### config.mk
export PLATFORM = sky130hd
export DESIGN_NAME = data_connection_block_cfg_flat
export DESIGN_NICKNAME = d
export VERILOG_FILES = /design/src/rtl/data_connection_block_cfg_if.sv /design/src/rtl/data_connection_block_cfg.sv /design/src/flat_wrapper.sv
export SDC_FILE = /design/constraint.sdc
export NUM_CORES = 1
export LEC_CHECK = 0
export CORE_MARGIN = 2
export CORE_UTILIZATION = 62
export CTS_CLUSTER_DIAMETER = 120
export DETAILED_ROUTE_END_ITERATION = 7
export GPL_TIMING_DRIVEN = 1
export MAX_ROUTING_LAYER = met4
export PLACE_DENSITY_LB_ADDON = 0.2
export SYNTH_ARGS = -nofsm -noshare
export SYNTH_HDL_FRONTEND = slang
export SYNTH_SLANG_ARGS = --single-unit
### constraint.sdc
create_clock -name clk -period 4.2 [get_ports clk]
set_input_delay 0.63 -clock clk [delete_from_list [all_inputs] [get_ports clk]]
set_output_delay 0.63 -clock clk [all_outputs]
set_load 0.01 [all_outputs]
### src/rtl/data_connection_block_cfg_if.sv
// Channel-side and pin-side signals of one connection block, plus its serial config port.
interface data_connection_block_cfg_if #(
  parameter int unsigned W       = 16,
  parameter int unsigned WW      = 4,
  parameter int unsigned DATAIN  = 4,
  parameter int unsigned DATAOUT = 3
);
  logic [W-1:0]            track_in;
  logic [W-1:0]            track_out;
  logic [W-1:0]            track_oe;
  logic [WW*DATAIN-1:0]    data_input;
  logic [WW*DATAOUT-1:0]   data_output;
  logic                    cfg_shift;
  logic                    cfg_in;
  logic                    cfg_out;
  logic                    cfg_commit;
  logic                    cfg_loaded;
  logic                    cfg_error;
  logic                    conflict;

  // Environment side: drives tracks, pins and the config port.
  modport master (
    output track_in, data_output, cfg_shift, cfg_in, cfg_commit,
    input  track_out, track_oe, data_input, cfg_out, cfg_loaded, cfg_error, conflict
  );

  // Connection block side.
  modport slave (
    input  track_in, data_output, cfg_shift, cfg_in, cfg_commit,
    output track_out, track_oe, data_input, cfg_out, cfg_loaded, cfg_error, conflict
  );
endinterface

### src/rtl/data_connection_block_cfg.sv
// Scan-configured connection block: a shadow chain is shifted in serially and committed
// atomically into the active array, which routes tracks to input pins and output pins to tracks.
module data_connection_block_cfg #(
  parameter int unsigned W       = 16,
  parameter int unsigned WW      = 4,
  parameter int unsigned DATAIN  = 4,
  parameter int unsigned DATAOUT = 3,
  parameter int unsigned REG_IN  = 0
) (
  input  logic                      clk,
  input  logic                      rst_n,
  data_connection_block_cfg_if.slave bus
);

  localparam int unsigned NCFG  = W * (DATAIN + DATAOUT);
  localparam int unsigned CW    = $clog2(NCFG + 1);
  localparam int unsigned NIN   = WW * DATAIN;
  localparam int unsigned OBASE = W * DATAIN;

  logic [NCFG-1:0] shadow_q, shadow_d;
  logic [NCFG-1:0] active_q, active_d;
  logic [CW-1:0]   count_q, count_d;
  logic            cfg_error_q, cfg_error_d;
  logic            conflict_q, conflict_d;

  logic            loaded_c;
  logic            accept_c;
  logic [NIN-1:0]  din_c;
  logic            multi_sel_c;
  logic [W-1:0]    oe_c;
  logic [W-1:0]    tout_c;
  logic            multi_drv_c;

  // Config chain next state: shift, commit acceptance, shift counter and error pulse.
  always_comb begin
    loaded_c    = (count_q == CW'(NCFG));
    accept_c    = bus.cfg_commit & loaded_c;
    shadow_d    = shadow_q;
    active_d    = active_q;
    count_d     = count_q;
    cfg_error_d = bus.cfg_commit & ~loaded_c;
    conflict_d  = multi_sel_c | multi_drv_c;
    if (bus.cfg_shift) begin
      shadow_d = {bus.cfg_in, shadow_q[NCFG-1:1]};
    end
    // Active takes the pre-shift shadow even when a shift lands on the same edge.
    if (accept_c) begin
      active_d = shadow_q;
      count_d  = bus.cfg_shift ? CW'(1) : CW'(0);
    end else if (bus.cfg_shift && !loaded_c) begin
      count_d  = count_q + CW'(1);
    end
  end

  // Input selection: lowest-index selected track wins; extra selections flag a conflict.
  always_comb begin : p_in_sel
    logic [NIN-1:0] hit_v;
    hit_v       = '0;
    din_c       = '0;
    multi_sel_c = 1'b0;
    for (int i = 0; i < int'(DATAIN); i++) begin
      for (int j = 0; j < int'(W); j++) begin
        if (active_q[j + i*int'(W)]) begin
          if (hit_v[(j % int'(WW)) + i*int'(WW)]) begin
            multi_sel_c = 1'b1;
          end else begin
            hit_v[(j % int'(WW)) + i*int'(WW)] = 1'b1;
            din_c[(j % int'(WW)) + i*int'(WW)] = bus.track_in[j];
          end
        end
      end
    end
  end

  // Output drive: lowest-index enabled pin drives each track; a second driver flags a conflict.
  always_comb begin : p_out_drv
    logic [W-1:0] oe_v;
    logic [W-1:0] tout_v;
    oe_v        = '0;
    tout_v      = '0;
    multi_drv_c = 1'b0;
    for (int j = 0; j < int'(W); j++) begin
      for (int i = 0; i < int'(DATAOUT); i++) begin
        if (active_q[int'(OBASE) + j + i*int'(W)]) begin
          if (oe_v[j]) begin
            multi_drv_c = 1'b1;
          end else begin
            oe_v[j]   = 1'b1;
            tout_v[j] = bus.data_output[(j % int'(WW)) + i*int'(WW)];
          end
        end
      end
    end
    oe_c   = oe_v;
    tout_c = tout_v;
  end

  // Config and status registers.
  always_ff @(posedge clk or negedge rst_n) begin
    if (!rst_n) begin
      shadow_q    <= '0;
      active_q    <= '0;
      count_q     <= '0;
      cfg_error_q <= 1'b0;
      conflict_q  <= 1'b0;
    end else begin
      shadow_q    <= shadow_d;
      active_q    <= active_d;
      count_q     <= count_d;
      cfg_error_q <= cfg_error_d;
      conflict_q  <= conflict_d;
    end
  end

  // Optional one-cycle input register on the logic-block side.
  if (REG_IN != 0) begin : g_reg_in
    logic [NIN-1:0] din_q;
    // Register the selected track values.
    always_ff @(posedge clk or negedge rst_n) begin
      if (!rst_n) din_q <= '0;
      else        din_q <= din_c;
    end
    assign bus.data_input = din_q;
  end else begin : g_comb_in
    assign bus.data_input = din_c;
  end

  assign bus.track_oe   = oe_c;
  assign bus.track_out  = tout_c;
  assign bus.cfg_out    = shadow_q[0];
  assign bus.cfg_loaded = loaded_c;
  assign bus.cfg_error  = cfg_error_q;
  assign bus.conflict   = conflict_q;

endmodule

### src/flat_wrapper.sv
// flat-port wrapper written by rule: the top's interface ports become plain ports
module data_connection_block_cfg_flat 
#(
  parameter int unsigned W       = 16,
  parameter int unsigned WW      = 4,
  parameter int unsigned DATAIN  = 4,
  parameter int unsigned DATAOUT = 3,
  parameter int unsigned REG_IN  = 0
)
  (clk, rst_n, bus_track_in, bus_data_output, bus_cfg_shift, bus_cfg_in, bus_cfg_commit, bus_track_out, bus_track_oe, bus_data_input, bus_cfg_out, bus_cfg_loaded, bus_cfg_error, bus_conflict);
  data_connection_block_cfg_if #(.W(W), .WW(WW), .DATAIN(DATAIN), .DATAOUT(DATAOUT)) bus_i ();
  input  logic clk;
  input  logic rst_n;
  input wire logic [$bits(bus_i.track_in)-1:0] bus_track_in;
  input wire logic [$bits(bus_i.data_output)-1:0] bus_data_output;
  input wire logic [$bits(bus_i.cfg_shift)-1:0] bus_cfg_shift;
  input wire logic [$bits(bus_i.cfg_in)-1:0] bus_cfg_in;
  input wire logic [$bits(bus_i.cfg_commit)-1:0] bus_cfg_commit;
  output wire logic [$bits(bus_i.track_out)-1:0] bus_track_out;
  output wire logic [$bits(bus_i.track_oe)-1:0] bus_track_oe;
  output wire logic [$bits(bus_i.data_input)-1:0] bus_data_input;
  output wire logic [$bits(bus_i.cfg_out)-1:0] bus_cfg_out;
  output wire logic [$bits(bus_i.cfg_loaded)-1:0] bus_cfg_loaded;
  output wire logic [$bits(bus_i.cfg_error)-1:0] bus_cfg_error;
  output wire logic [$bits(bus_i.conflict)-1:0] bus_conflict;
  assign bus_i.track_in = bus_track_in;
  assign bus_i.data_output = bus_data_output;
  assign bus_i.cfg_shift = bus_cfg_shift;
  assign bus_i.cfg_in = bus_cfg_in;
  assign bus_i.cfg_commit = bus_cfg_commit;
  assign bus_track_out = bus_i.track_out;
  assign bus_track_oe = bus_i.track_oe;
  assign bus_data_input = bus_i.data_input;
  assign bus_cfg_out = bus_i.cfg_out;
  assign bus_cfg_loaded = bus_i.cfg_loaded;
  assign bus_cfg_error = bus_i.cfg_error;
  assign bus_conflict = bus_i.conflict;
  data_connection_block_cfg #(.W(W), .WW(WW), .DATAIN(DATAIN), .DATAOUT(DATAOUT), .REG_IN(REG_IN)) u_core (.clk(clk), .rst_n(rst_n), .bus(bus_i));
endmodule
==> results of run 1 <==
-- critical path: cells and delay by family, from the launching register on --
kind,cells,cell delay [ns]
fa+ha+maj,1,0.14
flops,1,0.42
buf+inv,2,0.76
simple gates,2,0.70
-- worst max-delay path by stage --
stage                                  startpoint                          endpoint  slack [ns]  depth (start not counted)
global route        u_core.count_q[0]$_DFFE_PN0P_                    bus_cfg_loaded        0.84                          5
global placement                 bus_track_in[13]                 bus_data_input[5]        1.23                          6
CTS                 u_core.count_q[0]$_DFFE_PN0P_                    bus_cfg_loaded        1.01                          5
detailed placement               bus_track_in[13]                 bus_data_input[1]        1.22                          6
finish              u_core.count_q[0]$_DFFE_PN0P_                    bus_cfg_loaded        1.04                          5
floorplan           u_core.count_q[0]$_DFFE_PN0P_  u_core.active_q[100]$_DFFE_PN0P_        2.42                          9
-- registers in the layout, indices dropped and copies added, names as in the netlist --
register              flops
u_core.bus.conflict       1
u_core.count_q            7
u_core.active_q         112
u_core.bus.cfg_error      1
u_core.shadow_q         112
-- stage by stage --
stage | total power, W | utilization [%]
floorplan | 0.00270 | -
global placement | 0.00284 | 70.1
detailed placement | 0.00288 | 70.1
CTS | 0.00500 | 75.1
global route | 0.00515 | 75.1
finish | 0.00498 | 75.1
-- cell type report --
class / instances / area, um2 / share of cell area (%)
Sequential cell: 233 / 5830 / 48.5
Multi-Input combinational cell: 534 / 4190 / 34.8
Timing Repair Buffer: 89 / 918 / 7.64
Clock buffer: 34 / 699 / 5.82
Tap cell: 216 / 270 / 2.25
Clock inverter: 10 / 106 / 0.885
Inverter: 3 / 11.3 / 0.0937
-- power groups by stage --
stage | clock network (W) | logic [W] | registers, W
after floorplan | 0 | 0.000189 | 0.00251
after global placement | 0 | 0.000296 | 0.00255
after detailed placement | 0 | 0.000314 | 0.00256
after CTS | 0.00216 | 0.000318 | 0.00252
after global routing | 0.00226 | 0.000345 | 0.00255
final | 0.00213 | 0.000314 | 0.00253
-- logic make-up after synthesis --
logic type,Yosys count
DFF,233
buffers and inverters,30
AOI/OAI and AO/OA,152
muxes,223
and+or+nand+nor,153
adders and majority gates,2
xor gates and xnor gates,4
-- cells in the final DEF (no fill, tap or decap), drive strengths merged, types with 3 or more instances in the layout --
cell type,instances
inv,3
nand3,3
clkbuf,34
buf,7
xnor2,3
dfrtp,233
a21oi,48
nor3,3
o22ai,3
or3,16
a22o,6
nand2,70
nand4,13
o31ai,13
clkinv,7
a221oi,6
o21ai,67
nor4,3
clkdlybuf4s50,82
a22oi,3
nor2,24
mux2,223
nand3b,14
-- layer usage --
metal	track usage, %	vias to the layer above	share of wire [%]
met3	5.57	62	6.4
met4	9.08	0	2.9
met1	40.8	3624	43
li1	-	3101	-
met2	45.6	262	47
met5	-	-	0
==> impl_metrics.env, run 1 <==
export IMPL_outcome="finished clean"
export IMPL_routedWlPerCell_um=22.3
export IMPL_syn_area_um2=10200
export IMPL_synth_top_family_by_area="multiplexers"
export IMPL_core_area_um2=16000
export IMPL_die_h_um=132
export IMPL_synth_seq_cells=233
export IMPL_hold_buffers=0
export IMPL_synth_compound_area_share_pct=8.52
export IMPL_clock_path_buffers=3
export IMPL_slew_headroom_pct=31.0
export IMPL_clockRootBuffer="clkbuf_16"
export IMPL_r2r_cells=7
export IMPL_drv_slew=0
export IMPL_r2r_end="u_core.active_q[51]$_DFFE_PN0P_"
export IMPL_yosys_area_top_type="dfrtp_1"
export IMPL_fin_skew_ns=0.00907
export IMPL_switching_share_pct=22.8
export IMPL_grt_max_degree=130
export IMPL_hold_worst_slack_ns=0.218
export IMPL_cts_sinks=233
export IMPL_start_kind="register"
export IMPL_post_cts_resized=0
export IMPL_internal_power_w=0.00384
export IMPL_cts_tree="done"
export IMPL_crit_chain="inv_1 -> ha_1 -> nand2_1 -> nor4_2 -> clkdlybuf4s50_1"
export IMPL_crit_path_end_kind="primary output"
export IMPL_grt_total_usage_pct=29.7
export IMPL_reg2reg_from="u_core.count_q[0]$_DFFE_PN0P_"
export IMPL_floorplan_die_area_um2=17500
export IMPL_muxShareOfSynthArea_pct=24.6
export IMPL_grt_pass1_wl_um=39600
export IMPL_yosys_cell_count_top_type="dfrtp_1"
export IMPL_power_switching_w=0.00113
export IMPL_wl_um=24900
export IMPL_slowest_delay_ns=0.68
export IMPL_start_util_pct=63.8
export IMPL_fin_crit_ns=3.16
export IMPL_syn_inst=797
export IMPL_fin_crit_sh_pct=75.2
export IMPL_std_cell_rows=46
export IMPL_synth_simple_area_share_pct=7.27
export IMPL_cts_buffers=24
export IMPL_yosysWarnings=0
export IMPL_critical_path_slowest_cell="clkdlybuf4s50_1"
export IMPL_ys_types=37
export IMPL_worstPathMaxFanout=11
export IMPL_firstDrtPassIters=5
export IMPL_clk_pin_slew_ns=0.06
export IMPL_max_freq_mhz=317
export IMPL_setup_tns_final_ns=0
export IMPL_yosys_area_share_xor_xnor_pct=0.343
export IMPL_synth_main_ff_cell="dfrtp_1"
export IMPL_worst_slew_pin_slew_ns=1.04
export IMPL_instances_no_fill=1119
export IMPL_p_comb_share_pct=6.3
export IMPL_dp_hpwl_um=17200
export IMPL_cts_htree_levels=1
export IMPL_power_share_clock_pct=42.9
export IMPL_gp_congestion=0.973
export IMPL_synthTopCellsByCount="dfrtp_1 (233), mux2_2 (188), nand2_1 (70)"
export IMPL_setup_viol=0
export IMPL_synth_nets=832
export IMPL_post_cts_buffers=0
export IMPL_place_inst=1075
export IMPL_overflow=0
export IMPL_vias=7049
export IMPL_cp_data_required_time_ns=3.57
export IMPL_syn_avg_cell_area_um2=12.8
export IMPL_nets=920
export IMPL_max_cap_violations=0
export IMPL_drive_gt1_share_pct=26.1
export IMPL_rsz0062_at_grt="false"
export IMPL_ant_nets=0
export IMPL_power_density_nw_per_um2=414
export IMPL_yosys_top_cells_area="dfrtp_1 (57%), mux2_2 (21%), mux2_1 (3.9%)"
export IMPL_async_flop_share_pct=100
export IMPL_path_class="register to primary output"
export IMPL_yosys_area_share_adder_pct=0.245
export IMPL_diodes=0
export IMPL_ir_worst_vdd_mv=0.321
export IMPL_leakage_nw=5.78
export IMPL_drt_iter0_drc=542
export IMPL_syn_to_final_growth_pct=17.8
export IMPL_antenna_found_initial=0
export IMPL_design_area_um2=12000
export IMPL_drc=0
export IMPL_die_x_um=132
export IMPL_first_global_vias=7112
export IMPL_place_area_um2=11200
export IMPL_finalHoldViolations=0
export IMPL_fin_ws_ns=1.04
export IMPL_ios=85
export IMPL_synth_top_cell_area_share_pct=57.2
export IMPL_ys_seq_area_share_pct=57.2
export IMPL_crit_arrival_ns=2.53
export IMPL_p_seq_share_pct=50.8
export IMPL_worst_hold_path_type="input port to asynchronous set/reset pin"
export IMPL_r2r_slack_ns=1.24
export IMPL_port_buffers=84
export IMPL_clk_latency_ns=0.51
export IMPL_place_ws_ns=1.22
export IMPL_viasPerCell=6.30
export IMPL_synth_edf_count=0
export IMPL_fillers=1042
(Power assumes the default switching activity.)
==> run 2, diff against run 1 <==
CORE_UTILIZATION = 58   (was 62)
clock period = 3.1 ns   (was 4.2 ns; I/O delays follow)
==> run 2 against run 1 <==
  * The flow now finishes with violations (hold timing)
  * Utilization decreased by 4.6 points
  * Largest cell class unchanged
  * Cell count grew 1.4%
  * Global-route usage fell by 0.77 points
  * Clock power is 41% higher
  * Total power is 38% higher
  * Hold slack got worse by 0.25 ns
  * Critical path type is now input port to primary output
  * Clock skew rose by 0.0012 ns
  * Worst setup slack got worse by 0.69 ns
  * Final area increased by 1.2%
  * Register-to-register slack lost 0.52 ns
  * Die area is 6.7% higher
==> impl_metrics.env, run 2 (synthesized netlist as in run 1, its figures left out) <==
export IMPL_outcome="finished, violations left"
export IMPL_violations="hold timing"
export IMPL_wl_um=25500
export IMPL_crit_arrival_ns=2.28
export IMPL_hold_worst_slack_ns=-0.0294
export IMPL_slew_headroom_pct=48.1
export IMPL_fin_crit_sh_pct=88.7
export IMPL_ios=85
export IMPL_firstDrtPassIters=7
export IMPL_fin_skew_ns=0.0103
export IMPL_dp_hpwl_um=18100
export IMPL_diodes=0
export IMPL_port_buffers=84
export IMPL_overflow=0
export IMPL_max_freq_mhz=364
export IMPL_ant_nets=0
export IMPL_post_cts_buffers=0
export IMPL_antenna_found_initial=0
export IMPL_drt_iter0_drc=518
export IMPL_cts_tree="done"
export IMPL_clockRootBuffer="clkbuf_16"
export IMPL_drv_slew=0
export IMPL_hold_buffers=0
export IMPL_gp_congestion=1.03
export IMPL_die_x_um=137
export IMPL_leakage_nw=5.86
export IMPL_cp_data_required_time_ns=2.63
export IMPL_clock_path_buffers=3
export IMPL_wl_met2_um=12100
export IMPL_first_global_vias=7126
export IMPL_fin_ws_ns=0.350
export IMPL_routedWlPerCell_um=22.5
export IMPL_grt_max_degree=100
export IMPL_top_regs="u_core.active_q (112), u_core.shadow_q (112), u_core.count_q (7)"
export IMPL_drive_gt1_share_pct=26.9
export IMPL_fin_crit_ns=2.75
export IMPL_core_area_um2=17200
export IMPL_cts_buffers=24
export IMPL_syn_to_final_growth_pct=19.2
export IMPL_viasPerCell=6.24
export IMPL_crit_family="buffers and inverters"
export IMPL_rsz0062_at_grt="false"
export IMPL_vias=7078
export IMPL_start_util_pct=59.2
export IMPL_ir_worst_vdd_mv=0.528
export IMPL_clk_pin_slew_ns=0.06
export IMPL_cp_num_buf_inv=2
export IMPL_critical_path_slowest_cell="clkdlybuf4s50_1"
export IMPL_final_common_cell="dfrtp_1"
export IMPL_cts_htree_levels=1
export IMPL_setup_viol=0
export IMPL_final_cell_mix="dfrtp_1 (233), mux2_2 (188), clkdlybuf4s50_1 (82)"
export IMPL_worst_hold_path_type="input port to asynchronous set/reset pin"
export IMPL_wl_met1_um=11000
export IMPL_post_cts_resized=0
export IMPL_setup_tns_final_ns=0
export IMPL_finalHoldViolations=6
export IMPL_crit_chain="clkdlybuf4s50_1 -> nand3b_1 -> a21oi_1 -> a21oi_1 -> o21ai_0 -> clkdlybuf4s50_1"
export IMPL_worst_slew_pin_slew_ns=0.778
export IMPL_wl_met3_um=1450
export IMPL_top_layer="met4"
export IMPL_clk_latency_ns=0.51
export IMPL_power_density_nw_per_um2=563
export IMPL_worstPathMaxFanout=4
export IMPL_die_h_um=137
export IMPL_cts_sinks=233
export IMPL_slowest_delay_ns=0.64
export IMPL_max_cap_violations=0
export IMPL_start_kind="input port"
export IMPL_grt_total_usage_pct=28.9
export IMPL_place_ws_ns=0.414
export IMPL_drc=0
export IMPL_floorplan_die_area_um2=18700
export IMPL_path_class="input port to primary output"
export IMPL_crit_path_end_kind="primary output"
export IMPL_std_cell_rows=48
export IMPL_grt_pass1_wl_um=39800
export IMPL_nets=928
run 2: cell type report:
class                           instances  area (um2)
Sequential cell                       233        5830
Clock inverter                          5        75.1
Timing Repair Buffer                   97        1000
Fill cell                            1159        5070
Inverter                                3        11.3
Multi-Input combinational cell        534        4190
Tap cell                              225         282
Clock buffer                           38         774
run 2: final timing paths:
path | slack [ns] | from | cells after the start | endpoint
max | 0.35 | bus_track_in[14] | 6 | bus_data_input[14]
min in group clk | 0.52 | u_core.shadow_q[85]$_DFFE_PN0P_ | 1 | u_core.active_q[85]$_DFFE_PN0P_
min | -0.03 | rst_n | 1 | u_core.shadow_q[17]$_DFFE_PN0P_
min reg2reg | 0.52 | u_core.shadow_q[85]$_DFFE_PN0P_ | 1 | u_core.active_q[85]$_DFFE_PN0P_
max reg2reg | 0.72 | u_core.active_q[72]$_DFFE_PN0P_ | 5 | u_core.bus.conflict$_DFF_PN0_
max in group asynchronous | 2.19 | rst_n | 2 | u_core.shadow_q[43]$_DFFE_PN0P_
run 2: per-layer routing:
metal | GRT usage, % | up-vias
li1 | - | 3115
met1 | 39.7 | 3623
met2 | 44.7 | 264
met3 | 4.22 | 76
met4 | 9.72 | 0
met5 | - | -
run 2: power by group:
group	leakage (nW)	total, W	internal [W]	switching (W)
clock	0.424	0.00300	0.00187	0.00113
combinational	2.24	0.000429	0.000231	0.000198
sequential	3.19	0.00342	0.00324	0.000181
total	5.86	0.00685	0.00534	0.00151
run 2: metrics by stage:
step | cell area [um2] | hold slack [ns] | std cells | power (W) | util, %
2_1_floorplan | 10200 | 0.169 | 797 | 0.00365 | -
3_5_place_dp | 11300 | 0.505 | 1092 | 0.00390 | 65.6
4_1_cts | 12200 | 0.0276 | 1135 | 0.00690 | 70.6
5_1_grt | 12200 | 0.0375 | 1135 | 0.00710 | 70.6
3_3_place_gp | 11300 | 0.487 | 1092 | 0.00386 | 65.6
6_report | 12200 | -0.0294 | 1135 | 0.00685 | 70.6
==> run 3, diff against run 2 <==
CORE_ASPECT_RATIO = 1.4   (was default)
==> run 3 against run 2 <==
  * The flow now finishes without violations
  * Sequential share of layout area up 0.46 points
  * Maximum frequency up 0.75%
  * Global-route usage up 0.083 points
  * Total power down 4.5%
  * First-iteration DRC count up 62%
  * Hold slack better by 0.54 ns
  * Non-clock buffer count down 2
  * Cell count up 0.62%
  * Via count about the same
  * Clock skew down 0.0040 ns
  * Critical path type unchanged
  * Critical endpoint is now bus_data_input[12]
==> impl_metrics.env, run 3 (synthesized netlist as in run 1, its figures left out) <==
export IMPL_fin_skew_ns=0.00625
export IMPL_fin_crit_sh_pct=88.0
export IMPL_nets=925
export IMPL_std_cell_rows=57
export IMPL_grt_pass1_wl_um=40200
export IMPL_die_h_um=161
export IMPL_grt_max_degree=87
export IMPL_final_cell_mix="dfrtp_1 (233), mux2_2 (188), clkdlybuf4s50_1 (82)"
export IMPL_worst_slew_pin_slew_ns=0.643
export IMPL_cp_data_required_time_ns=2.63
export IMPL_worstPathMaxFanout=4
export IMPL_drive_gt1_share_pct=26.0
export IMPL_path_class="input port to primary output"
export IMPL_cts_tree="done"
export IMPL_clockRootBuffer="clkbuf_16"
export IMPL_floorplan_die_area_um2=18700
export IMPL_r2r_cells=8
export IMPL_ant_nets=0
export IMPL_hold_end="u_core.active_q[99]$_DFFE_PN0P_"
export IMPL_max_freq_mhz=366
export IMPL_clk_pin_slew_ns=0.06
export IMPL_crit_path_end_kind="primary output"
export IMPL_clock_path_buffers=3
export IMPL_max_cap_violations=0
export IMPL_start_util_pct=58.9
export IMPL_firstDrtPassIters=5
export IMPL_r2r_end="u_core.active_q[10]$_DFFE_PN0P_"
export IMPL_gp_congestion=0.926
export IMPL_viasPerCell=6.20
export IMPL_final_common_cell="dfrtp_1"
export IMPL_drt_iter0_drc=840
export IMPL_power_density_nw_per_um2=543
export IMPL_wl_um=25100
export IMPL_port_buffers=84
export IMPL_r2r_slack_ns=0.77
export IMPL_drc=0
export IMPL_final_core_util_pct=69.5
export IMPL_slew_headroom_pct=57.1
export IMPL_overflow=0
export IMPL_cts_sinks=233
export IMPL_antenna_found_initial=1
export IMPL_vias=7075
export IMPL_dp_hpwl_um=17900
export IMPL_grt_total_usage_pct=29.0
export IMPL_first_global_vias=7179
export IMPL_rsz0062_at_grt="false"
export IMPL_routedWlPerCell_um=21.9
export IMPL_fillers=1237
export IMPL_hold_depth=1
export IMPL_start_kind="input port"
export IMPL_reg2reg_from="u_core.count_q[0]$_DFFE_PN0P_"
export IMPL_post_cts_resized=0
export IMPL_worst_hold_path_type="register to register"
export IMPL_finalHoldViolations=0
export IMPL_setup_viol=0
export IMPL_outcome="finished clean"
export IMPL_clk_latency_ns=0.50
export IMPL_fin_crit_ns=2.73
export IMPL_crit_arrival_ns=2.26
export IMPL_min_from="u_core.shadow_q[99]$_DFFE_PN0P_"
export IMPL_leakage_nw=5.78
export IMPL_top_regs="u_core.active_q (112), u_core.shadow_q (112), u_core.count_q (7)"
export IMPL_drv_slew=0
export IMPL_core_area_um2=17300
export IMPL_ios=85
export IMPL_syn_to_final_growth_pct=18.1
export IMPL_cts_buffers=23
export IMPL_die_x_um=116
export IMPL_ir_worst_vdd_mv=0.407
export IMPL_setup_tns_final_ns=0
export IMPL_cts_htree_levels=1
[run 3: how the worst max path moves through the flow]
| stage | from | cells past startpoint | to |
|---|---|---|---|
| floorplan | u_core.count_q[0]$_DFFE_PN0P_ | 9 | u_core.active_q[100]$_DFFE_PN0P_ |
| global placement | bus_track_in[12] | 6 | bus_data_input[0] |
| detailed placement | bus_track_in[12] | 6 | bus_data_input[12] |
| CTS | bus_track_in[12] | 6 | bus_data_input[12] |
| global route | bus_track_in[12] | 6 | bus_data_input[12] |
| finish | bus_track_in[12] | 6 | bus_data_input[12] |
[run 3: repair_timing]
item | in CTS | in global routing
hold buffers | 1 | 0
endpoints found under the hold margin | 47 | 0
setup buffers | 0 | 0
[run 3: routing by layer]
layer / global-route usage [%] / vias up / share of wire (%)
met5: - / - / 0
met4: 10.4 / 0 / 4.2
met3: 3.96 / 69 / 7.5
met2: 45.9 / 366 / 48
met1: 38.6 / 3537 / 40
li1: - / 3103 / -
[run 3: metrics by stage]
stage / hold WS [ns] / instance area, um2 / cells / setup WS, ns / total power, W
6_report: 0.512 / 12000 / 1142 / 0.371 / 0.00654
5_1_grt: 0.542 / 12000 / 1142 / 0.357 / 0.00682
4_1_cts: 0.513 / 12000 / 1141 / 0.428 / 0.00660
3_5_place_dp: 0.494 / 11300 / 1100 / 0.449 / 0.00390
3_3_place_gp: 0.488 / 11300 / 1100 / 0.450 / 0.00386
2_1_floorplan: 0.169 / 10200 / 797 / 1.32 / 0.00365
[run 3: final cells by class]
class,count,area (um2),share of cell area [%]
sequential,233,5830,48.4
timing repair buffer,95,991,8.23
clock inverter,8,100,0.831
antenna,1,2.50,0.0208
multi-input combinational,534,4190,34.7
tap,236,295,2.45
inverter,3,11.3,0.0935
clock buffer,32,629,5.22
[run 3: power breakdown]
part	switching [W]	internal [W]	leakage, nW	total [W]
Combinational	0.000188	0.000230	2.23	0.000418
Clock	0.00111	0.00159	0.355	0.00270
Sequential	0.000183	0.00324	3.19	0.00342
[run 3: worst max-delay path, cell delays in order]
cell and delay, ns:
clkdlybuf4s50_1 0.55, nand3b_1 0.10, a21oi_1 0.15, a21oi_1 0.05, o21ai_0 0.33, clkdlybuf4s50_1 0.61
